--- config.mk ---
export PLATFORM = sky130hd
export DESIGN_NAME = alu_mdu_unit
export DESIGN_NICKNAME = d
export VERILOG_FILES = /design/src/rtl/alu_mdu_unit.sv
export SDC_FILE = /design/constraint.sdc
export NUM_CORES = 1
export LEC_CHECK = 0
export BUFFER_PORTS_ARGS = -buffer_cell sky130_fd_sc_hd__buf_2
export CELL_PAD_IN_SITES_DETAIL_PLACEMENT = 0
export CELL_PAD_IN_SITES_GLOBAL_PLACEMENT = 1
export CORE_MARGIN = 2
export CORE_UTILIZATION = 35
export CTS_CLUSTER_DIAMETER = 200
export DETAILED_ROUTE_END_ITERATION = 7
export PLACE_DENSITY_LB_ADDON = 0.1
export RECOVER_POWER = 100
export REMOVE_ABC_BUFFERS = 1
export SYNTH_ARGS = -nofsm -noshare
export SYNTH_HDL_FRONTEND = slang
export SYNTH_SLANG_ARGS = --single-unit
--- constraint.sdc ---
create_clock -name clk -period 4.3 [get_ports clk]
set_input_delay 0.86 -clock clk [delete_from_list [all_inputs] [get_ports clk]]
set_output_delay 0.86 -clock clk [all_outputs]
set_load 0.005 [all_outputs]
--- src/rtl/alu_mdu_unit.sv ---
// Handshaked integer ALU with an optional iterative multiply/divide unit.
// Define ALU_MDU_UNIT_MDU_EN to build the M-extension (shift-add / restoring divide) path.
module alu_mdu_unit #(
  parameter int XLEN = 32
) (
  input  logic            clk,
  input  logic            rst_n,
  input  logic            in_valid,
  output logic            in_ready,
  input  logic [1:0]      ALUop,
  input  logic [2:0]      funct3,
  input  logic            funct7_5,
  input  logic            funct7_0,
  input  logic            op_5,
  input  logic [XLEN-1:0] src_a,
  input  logic [XLEN-1:0] src_b,
  output logic            out_valid,
  input  logic            out_ready,
  output logic [XLEN-1:0] result,
  output logic            zero,
  output logic            illegal,
  output logic            busy
);

  localparam int SW = $clog2(XLEN);

  typedef enum logic [1:0] {
    IDLE = 2'd0,
    CALC = 2'd1,
    DONE = 2'd2
  } state_t;

  state_t          state;
  state_t          state_next;
  logic            accept;
  logic            is_m_enc;
  logic            start_mdu;
  logic            mdu_last;
  logic [SW-1:0]   shamt;
  logic [XLEN-1:0] alu_res;
  logic            alu_ill;
  logic [XLEN-1:0] result_q;
  logic            illegal_q;

  assign accept   = in_valid & in_ready;
  assign is_m_enc = (ALUop == 2'b10) & op_5 & funct7_0;
  assign shamt    = src_b[SW-1:0];

  always_comb begin
    alu_res = '0;
    alu_ill = 1'b0;
    case (ALUop)
      2'b00: alu_res = src_a + src_b;
      2'b01: alu_res = src_a - src_b;
      2'b10: begin
        case (funct3)
          3'b000: alu_res = (op_5 & funct7_5) ? (src_a - src_b) : (src_a + src_b);
          3'b001: alu_res = src_a << shamt;
          3'b010: alu_res = {{(XLEN-1){1'b0}}, $signed(src_a) < $signed(src_b)};
          3'b011: alu_res = {{(XLEN-1){1'b0}}, src_a < src_b};
          3'b100: alu_res = src_a ^ src_b;
          3'b101: alu_res = funct7_5 ? XLEN'($signed(src_a) >>> shamt) : (src_a >> shamt);
          3'b110: alu_res = src_a | src_b;
          3'b111: alu_res = src_a & src_b;
        endcase
      end
      default: alu_ill = 1'b1;
    endcase
    // M encodings are only legal when the iterative unit is built; otherwise flagged here.
    if (is_m_enc) begin
      alu_res = '0;
      alu_ill = 1'b1;
    end
  end

`ifdef ALU_MDU_UNIT_MDU_EN
  logic              a_sgn;
  logic              b_sgn;
  logic              a_neg;
  logic              b_neg;
  logic [XLEN-1:0]   mag_a;
  logic [XLEN-1:0]   mag_b;
  logic [SW-1:0]     cnt;
  logic [2:0]        m_op;
  logic              neg_res;
  logic              neg_rem;
  logic [XLEN-1:0]   acc_hi;
  logic [XLEN-1:0]   acc_lo;
  logic [XLEN-1:0]   mcand;
  logic [XLEN-1:0]   hi_next;
  logic [XLEN-1:0]   lo_next;
  logic [XLEN-1:0]   mdu_res;
  logic [XLEN:0]     mul_sum;
  logic [XLEN:0]     div_shift;
  logic              div_ge;
  logic [2*XLEN-1:0] prod;

  // Unsigned magnitude datapath; signs are reapplied to the final result.
  always_comb begin
    a_sgn = (funct3 == 3'b001) || (funct3 == 3'b010) || (funct3 == 3'b100) || (funct3 == 3'b110);
    b_sgn = (funct3 == 3'b001) || (funct3 == 3'b100) || (funct3 == 3'b110);
    a_neg = a_sgn & src_a[XLEN-1];
    b_neg = b_sgn & src_b[XLEN-1];
    mag_a = a_neg ? -src_a : src_a;
    mag_b = b_neg ? -src_b : src_b;
  end

  assign start_mdu = accept & is_m_enc;
  assign mdu_last  = (state == CALC) && (cnt == SW'(XLEN-1));

  always_comb begin
    mul_sum   = {1'b0, acc_hi} + (acc_lo[0] ? {1'b0, mcand} : '0);
    div_shift = {acc_hi, acc_lo[XLEN-1]};
    div_ge    = div_shift >= {1'b0, mcand};
    if (m_op[2]) begin
      hi_next = div_ge ? XLEN'(div_shift - {1'b0, mcand}) : div_shift[XLEN-1:0];
      lo_next = {acc_lo[XLEN-2:0], div_ge};
    end else begin
      hi_next = mul_sum[XLEN:1];
      lo_next = {mul_sum[0], acc_lo[XLEN-1:1]};
    end
    prod = {hi_next, lo_next};
    if (neg_res) prod = -prod;
    // Divide by zero falls out naturally: all-ones quotient, remainder equal to the dividend.
    case (m_op)
      3'b000:                 mdu_res = prod[XLEN-1:0];
      3'b001, 3'b010, 3'b011: mdu_res = prod[2*XLEN-1:XLEN];
      3'b100, 3'b101:         mdu_res = neg_res ? -lo_next : lo_next;
      default:                mdu_res = neg_rem ? -hi_next : hi_next;
    endcase
  end

  always_ff @(posedge clk) begin
    if (!rst_n) begin
      cnt     <= '0;
      m_op    <= '0;
      neg_res <= 1'b0;
      neg_rem <= 1'b0;
      acc_hi  <= '0;
      acc_lo  <= '0;
      mcand   <= '0;
    end else if (start_mdu) begin
      cnt     <= '0;
      m_op    <= funct3;
      neg_res <= funct3[2] ? ((a_neg ^ b_neg) & (|src_b)) : (a_neg ^ b_neg);
      neg_rem <= a_neg;
      acc_hi  <= '0;
      acc_lo  <= funct3[2] ? mag_a : mag_b;
      mcand   <= funct3[2] ? mag_b : mag_a;
    end else if (state == CALC) begin
      cnt    <= cnt + SW'(1);
      acc_hi <= hi_next;
      acc_lo <= lo_next;
    end
  end
`else
  assign start_mdu = 1'b0;
  assign mdu_last  = 1'b0;
`endif

  always_ff @(posedge clk) begin
    if (!rst_n) state <= IDLE;
    else        state <= state_next;
  end

  always_comb begin
    state_next = state;
    case (state)
      IDLE:    if (accept) state_next = start_mdu ? CALC : DONE;
      CALC:    if (mdu_last) state_next = DONE;
      DONE:    if (out_ready) state_next = IDLE;
      default: state_next = IDLE;
    endcase
  end

  always_comb begin
    in_ready  = rst_n & (state == IDLE);
    out_valid = (state == DONE);
    busy      = (state == CALC);
    result    = result_q;
    zero      = out_valid & (result_q == '0);
    illegal   = out_valid & illegal_q;
  end

  always_ff @(posedge clk) begin
    if (!rst_n) begin
      result_q  <= '0;
      illegal_q <= 1'b0;
    end else if (accept && !start_mdu) begin
      result_q  <= alu_res;
      illegal_q <= alu_ill;
    end
`ifdef ALU_MDU_UNIT_MDU_EN
    else if (mdu_last) begin
      result_q  <= mdu_res;
      illegal_q <= 1'b0;
    end
`endif
  end

endmodule

* Word level (Yosys, flattened, before mapping)
Cells that the tools add are included.
** Storage, ports and cells
- Bits in registers :: 35
- Output and inout bits :: 37
- Logic and storage cells :: 50
** Cells by class
- Add/subtract/negate cells :: 2
- $lt $le $gt $ge :: 2
- Equal/unequal tests :: 13
- Shift operators :: 3
- Multiplexer cells :: 10
- Bitwise operators :: 11
- Reductions and logical operators :: 6
** Operators with widths (count)
- $pmux W32 S8 :: 1
- $mux W32 :: 3
- $pmux W32 S3 :: 1
- $lt A32 B32 Y1 :: 2
- $add A32 B32 Y32 :: 1
- $and A32 B32 Y32 :: 1
- $logic_not A32 Y1 :: 1
- $or A32 B32 Y32 :: 1
- $shl A32 B5 Y32 :: 1
- $shr A32 B5 Y32 :: 1
- $sshr A32 B5 Y32 :: 1
- $sub A32 B32 Y32 :: 1
- $xor A32 B32 Y32 :: 1
- $eq A3 B3 Y1 const B :: 4
- $and A1 B1 Y1 :: 7
- $eq A3 B2 Y1 const B :: 2
- $pmux W2 S3 :: 1
- $eq A2 B1 Y1 const B :: 2
- $eq A2 B2 Y1 const B :: 2
- $logic_not A2 Y1 :: 2
- $mux W2 :: 2
- $eq A3 B1 Y1 const B :: 1
- $logic_not A3 Y1 :: 1
- $reduce_and A3 Y1 :: 1
- other kinds (5) :: 6

* Logic depth before layout (Yosys ltp)
- Depth in word-level cells :: 5
- Depth in mapped cells :: 16

* Least setup slack after synthesis
Ideal clock, no wire load.
- Kind :: in2reg
- Start :: input port src_b[2]
- End :: register result_q[30] (netlist: result[30])
- Setup time :: 0.134 ns
- Data arrival time :: 3.826 ns
- Required time :: 4.166 ns
- Slack :: 0.340 ns
- Cell stages on the path :: 16
- Path buffers :: 4
- Cell sequence :: clkbuf_1 > inv_2 > buf_1 > buf_2 > ha_1 > buf_4 > a21oi_1 > o21ai_1 > nand4_1 > a21oi_2 > a2111oi_4 > o31ai_2 > xnor2_1 > a211oi_1 > a2111oi_0 > a31oi_1
** Between the ends
- Cells in the longest elaborated chain, start to end :: 5
** RTL lines
- from (decl) :: line 16 : input logic [XLEN-1:0] src_b,
- $add A32 B32 Y32, or another cell as far along :: line 53, 57
- $mux W32 (on tied branches) :: line 57, 62
- $pmux W32 S8 :: line 56 : case (funct3)
- $pmux W32 S3 * :: line 52 : case (ALUop)
- $mux W32 * :: line 70 : if (is_m_enc) begin
- to (signal assigned) :: line 190 : result_q <= alu_res;
- to (decl) :: line 42 : logic [XLEN-1:0] result_q;
Every way passes the cells marked *; elsewhere a longest branch is shown, timed or not.
A chain may end at the register's enable or synchronous reset.

* Worst setup path after layout
- Start :: input port src_a[18]
- End :: register result_q[31] (netlist: result[31])
** Between the ends
- Cells in the longest elaborated chain, start to end :: 5
** RTL lines
- from (decl) :: line 15 : input logic [XLEN-1:0] src_a,
- $add A32 B32 Y32, or another cell as far along :: line 53, 57
- $mux W32 (on tied branches) :: line 57, 62
- $pmux W32 S8 :: line 56
- $pmux W32 S3 * :: line 52
- $mux W32 * :: line 70
Marked as above.

==> impl_metrics.yaml <==
status:
  outcome: "finished, final reports clean"
yosys:
  ys.warnings.count: 0
  yosys_register_bits: 34
  dominantRegCellSynth: "sky130_fd_sc_hd__dfxtp_1"
  async_flop_share_pct: 0
  synth_cells: 1519
  synth_cell_type_count: 91
  synth_area_per_cell_sq_um: 7.12
  synth_sequential_area_ratio_pct: 6.29
  yosys.area.top_type: "sky130_fd_sc_hd__mux4_2"
  post_synth_edffs: 0
  synth.top_cells.by_area: "sky130_fd_sc_hd__mux4_2, sky130_fd_sc_hd__ha_1, sky130_fd_sc_hd__a21oi_1, sky130_fd_sc_hd__dfxtp_1, sky130_fd_sc_hd__nor2_1"
  synth.cell_area_sq_um: 10800
  yosys.cell_count.top_type: "sky130_fd_sc_hd__nor2_1"
  post-synth-top-area-fraction_pct: 11.5
  synth_commonest_cells: "sky130_fd_sc_hd__nor2_1, sky130_fd_sc_hd__a21oi_1, sky130_fd_sc_hd__nand2_1"
drt:
  avg_wl_per_cell_um: 28.5
  dr_wl_met3_mm: 4.89
  drt-vias-per-instance: 6.41
  postRouteWirelength_mm: 57.1
  met2_length_mm: 25.0
  vias: 12824
  highest_layer: "met4"
  drt.antenna.violating_nets: 0
  route.detailed.drc: 0
  number_of_search_and_repair_iterations_in_the_first_detailed_routing_pass: 6
  first_iter_violations: 1558
  routed_metal_1_wire_length_mm: 24.6
critical_path:
  end_kind: "flop"
  r2r-start: "state[1]"
  critical-path-max-stage-delay_ns: 0.55
  highest_delay_cell_along_the_critical_path: "sky130_fd_sc_hd__ha_1"
  rr_endpoint: "result[21]"
  cp_common_cell: "sky130_fd_sc_hd__clkbuf_2"
  start_kind: "primary input"
  timing.critical_path.max_delay_family: "compound AO/OA/AOI/OAI gates"
  critical_path.max_fanout: 11
  worst-endpoint-required_ns: 4.50
  timing.critical_path.cells: "clkbuf_2 -> inv_1 -> ha_1 -> inv_2 -> nor2_1 -> nand4_1 -> clkbuf_2 -> nor4_1 -> a21oi_2 -> a31oi_1 -> o22a_1 -> xnor2_1 -> a21oi_1 -> o21a_1"
  worstRegToRegCells: 7
  worstSetupPathType: "primary input to flop"
  r2r_slack_ns: 1.11
  timing.critical_path.buf_inv: 4
  cp_data_arrival_time_ns: 4.40
sta:
  worst_slew_margin_rel_pct: 18.0
  clock.fmax_mhz: 238
  timing.final.crit_period_ns: 4.20
  worst_setup_slack_final_ns: 0.0991
  finalHoldViolations: 0
  fin_worst_skew_ns: 0.0129
  final-max-slew-violation-count: 0
  timing_worst_slew_pin_value_ns: 1.23
  finish_stage_setup_viols: 0
  grt_setup_unrepaired: "false"
  min_period_over_period_pct: 97.7
  final.setup.tns_ns: 0
clock_tree:
  clock_insertion_delay_at_the_later_pin_of_the_skew_report_ns: 0.32
  cts.htree.levels: 2
  maximum_clock_insertion_buffer_count: 2
  hold_fix_buffers_cts: 0
  cts_root_buf: "sky130_fd_sc_hd__clkbuf_16"
  clock-sinks: 34
  number_of_resized_instances_in_the_post_cts_repair_step: 0
  clkSlewWorstSetupHoldPaths_ns: 0.08
  tritoncts.num_buffers: 5
  cts_setup_buffers: 0
  tritoncts: "done"
power_and_ir_drop:
  seq_power_share_pct: 14.7
  clock_power_share_pct: 16.7
  p_comb_share_pct: 68.6
  finalPower_mw: 2.48
  cellInternalPower_mw: 1.19
  power-per-cell-area_nw_per_um2: 206
  leakagePower_nw: 5.08
  switching_share_pct: 52.2
  irDropWorstVdd_v: 0.000124
  net-switching-power_mw: 1.30
place:
  finalWeightedCongestion: 0.977
  dp_hpwl_mm: 44.9
  dpl_cell_area_sq_um: 12000
  pre_cts_ws_ns: 0.00838
  port_buffers: 111
floorplan:
  start_util_pct: 35.4
  placement_rows: 64
  floorplan.die.height_um: 180
  top_level_ports: 113
  fp.coreArea_sq_um: 30500
  die_ar_sq_um: 32300
  die_x_um: 180
layout:
  multiInputGateArea_sq_um: 9190
  nNetsFinal: 1781
  final_design_area_excluding_fillers_sq_um: 12100
  ff_latch_area_sq_um: 681
  antennaDiodeCount: 0
  fillCellCount: 3242
  area_growth_pct: 11.6
  post_route_cells_drive_above_1_share_pct: 17.9
worst_hold_path:
  worst_hold_path_type: "flop to flop"
  hold_path.startpoint: "result[23]"
  whs_path_depth: 2
  min_delay_worst_endpoint: "result[23]"
global_routing:
  antenna_violations_before_repair: 1
  grt_util_all_layers_pct: 34.3
  grt_pass1_wl_mm: 83.3
  first_global_vias: 12108
  grt_max_degree: 74
  grt_overflow: 0
flow_run:
  cap_violations: 0
per-layer routing:
metal / global-route usage, % / vias up
met1: 47.3 / 6143
met4: 13.3 / 0
met2: 54.2 / 768
met5: 0 / -
met3: 4.56 / 121
li1: - / 5792
per-stage QoR:
step / hold slack (ns) / utilization (%) / cells
detailed placement: 0.449 / 39.3 / 1995
CTS: 0.459 / 39.7 / 2001
finish: 0.456 / 39.6 / 2001
floorplan: 0.432 / - / 1398
global placement: 0.440 / 39.3 / 1995
global route: 0.483 / 39.6 / 2001
worst register-to-register path: cells and delay by family, from the launching register on:
family | cells | cell delay (ns)
simple gates | 3 | 1.11
compound gates | 2 | 0.31
buf+inv | 2 | 1.25
flops | 1 | 0.44
worst max-delay path by stage:
stage                     startpoint  slack, ns  depth (start not counted)    endpoint
final                      src_a[18]        0.1                         14  result[31]
after global routing       src_a[18]       0.04                         14  result[31]
after CTS                  src_a[18]       0.32                         14  result[31]
after detailed placement   src_a[18]      0.008                         14  result[31]
after global placement     src_a[18]       0.05                         14  result[31]
after floorplan             src_b[3]       0.55                         12  result[31]
cells in the final DEF, fill, tap and decap left out, types with 13 or more instances in the layout:
master                     instances
sky130_fd_sc_hd__a211oi_1         14
sky130_fd_sc_hd__a21o_1           20
sky130_fd_sc_hd__a21oi_1         149
sky130_fd_sc_hd__a221oi_1         22
sky130_fd_sc_hd__a31oi_1          24
sky130_fd_sc_hd__buf_2            93
sky130_fd_sc_hd__buf_4            81
sky130_fd_sc_hd__clkbuf_1         21
sky130_fd_sc_hd__dfxtp_1          34
sky130_fd_sc_hd__ha_1             97
sky130_fd_sc_hd__inv_1            85
sky130_fd_sc_hd__mux2i_1          53
sky130_fd_sc_hd__mux4_2           55
sky130_fd_sc_hd__nand2_1         113
sky130_fd_sc_hd__nand2b_1         15
sky130_fd_sc_hd__nand3_1          29
sky130_fd_sc_hd__nand4_1          15
sky130_fd_sc_hd__nor2_1          178
sky130_fd_sc_hd__nor3_1           38
sky130_fd_sc_hd__nor4_1           13
sky130_fd_sc_hd__o211ai_1         25
sky130_fd_sc_hd__o21ai_0         109
sky130_fd_sc_hd__o21ai_1          36
sky130_fd_sc_hd__or3_1            13
sky130_fd_sc_hd__xnor2_1          46
flip-flops by register name, indices dropped and copies added (netlist names):
register   flops
result        32
illegal_q      1
state          1
kinds of logic (layout without fill, tap and decap cells):
kind of cell    after synthesis  after routing  synth area share, %
xor+xnor                     53             53                 4.29
mux                         118            118                 17.5
other cells                   1              1               0.0347
fa+ha+maj                    99             99                 11.6
buf+inv                     218            304                 8.68
compound gates              535            535                 32.1
simple gates                461            461                 19.4
flops                        34             34                 6.29
cell type report:
cell class	count	share of cell area (%)
Inverter	97	3.02
Multi-Input combinational cell	1267	76.2
Tap cell	396	4.10
Sequential cell	34	5.64
Clock buffer	6	1.15
Timing Repair Buffer	201	9.92
power groups by stage:
stage / Combinational, mW / Clock (mW) / Sequential (mW)
floorplan: 0.963 / 0 / 0.364
global placement: 1.67 / 0 / 0.370
detailed placement: 1.66 / 0 / 0.371
CTS: 1.67 / 0.420 / 0.364
global route: 1.81 / 0.431 / 0.367
finish: 1.70 / 0.414 / 0.364
(Power assumes the default switching activity.)
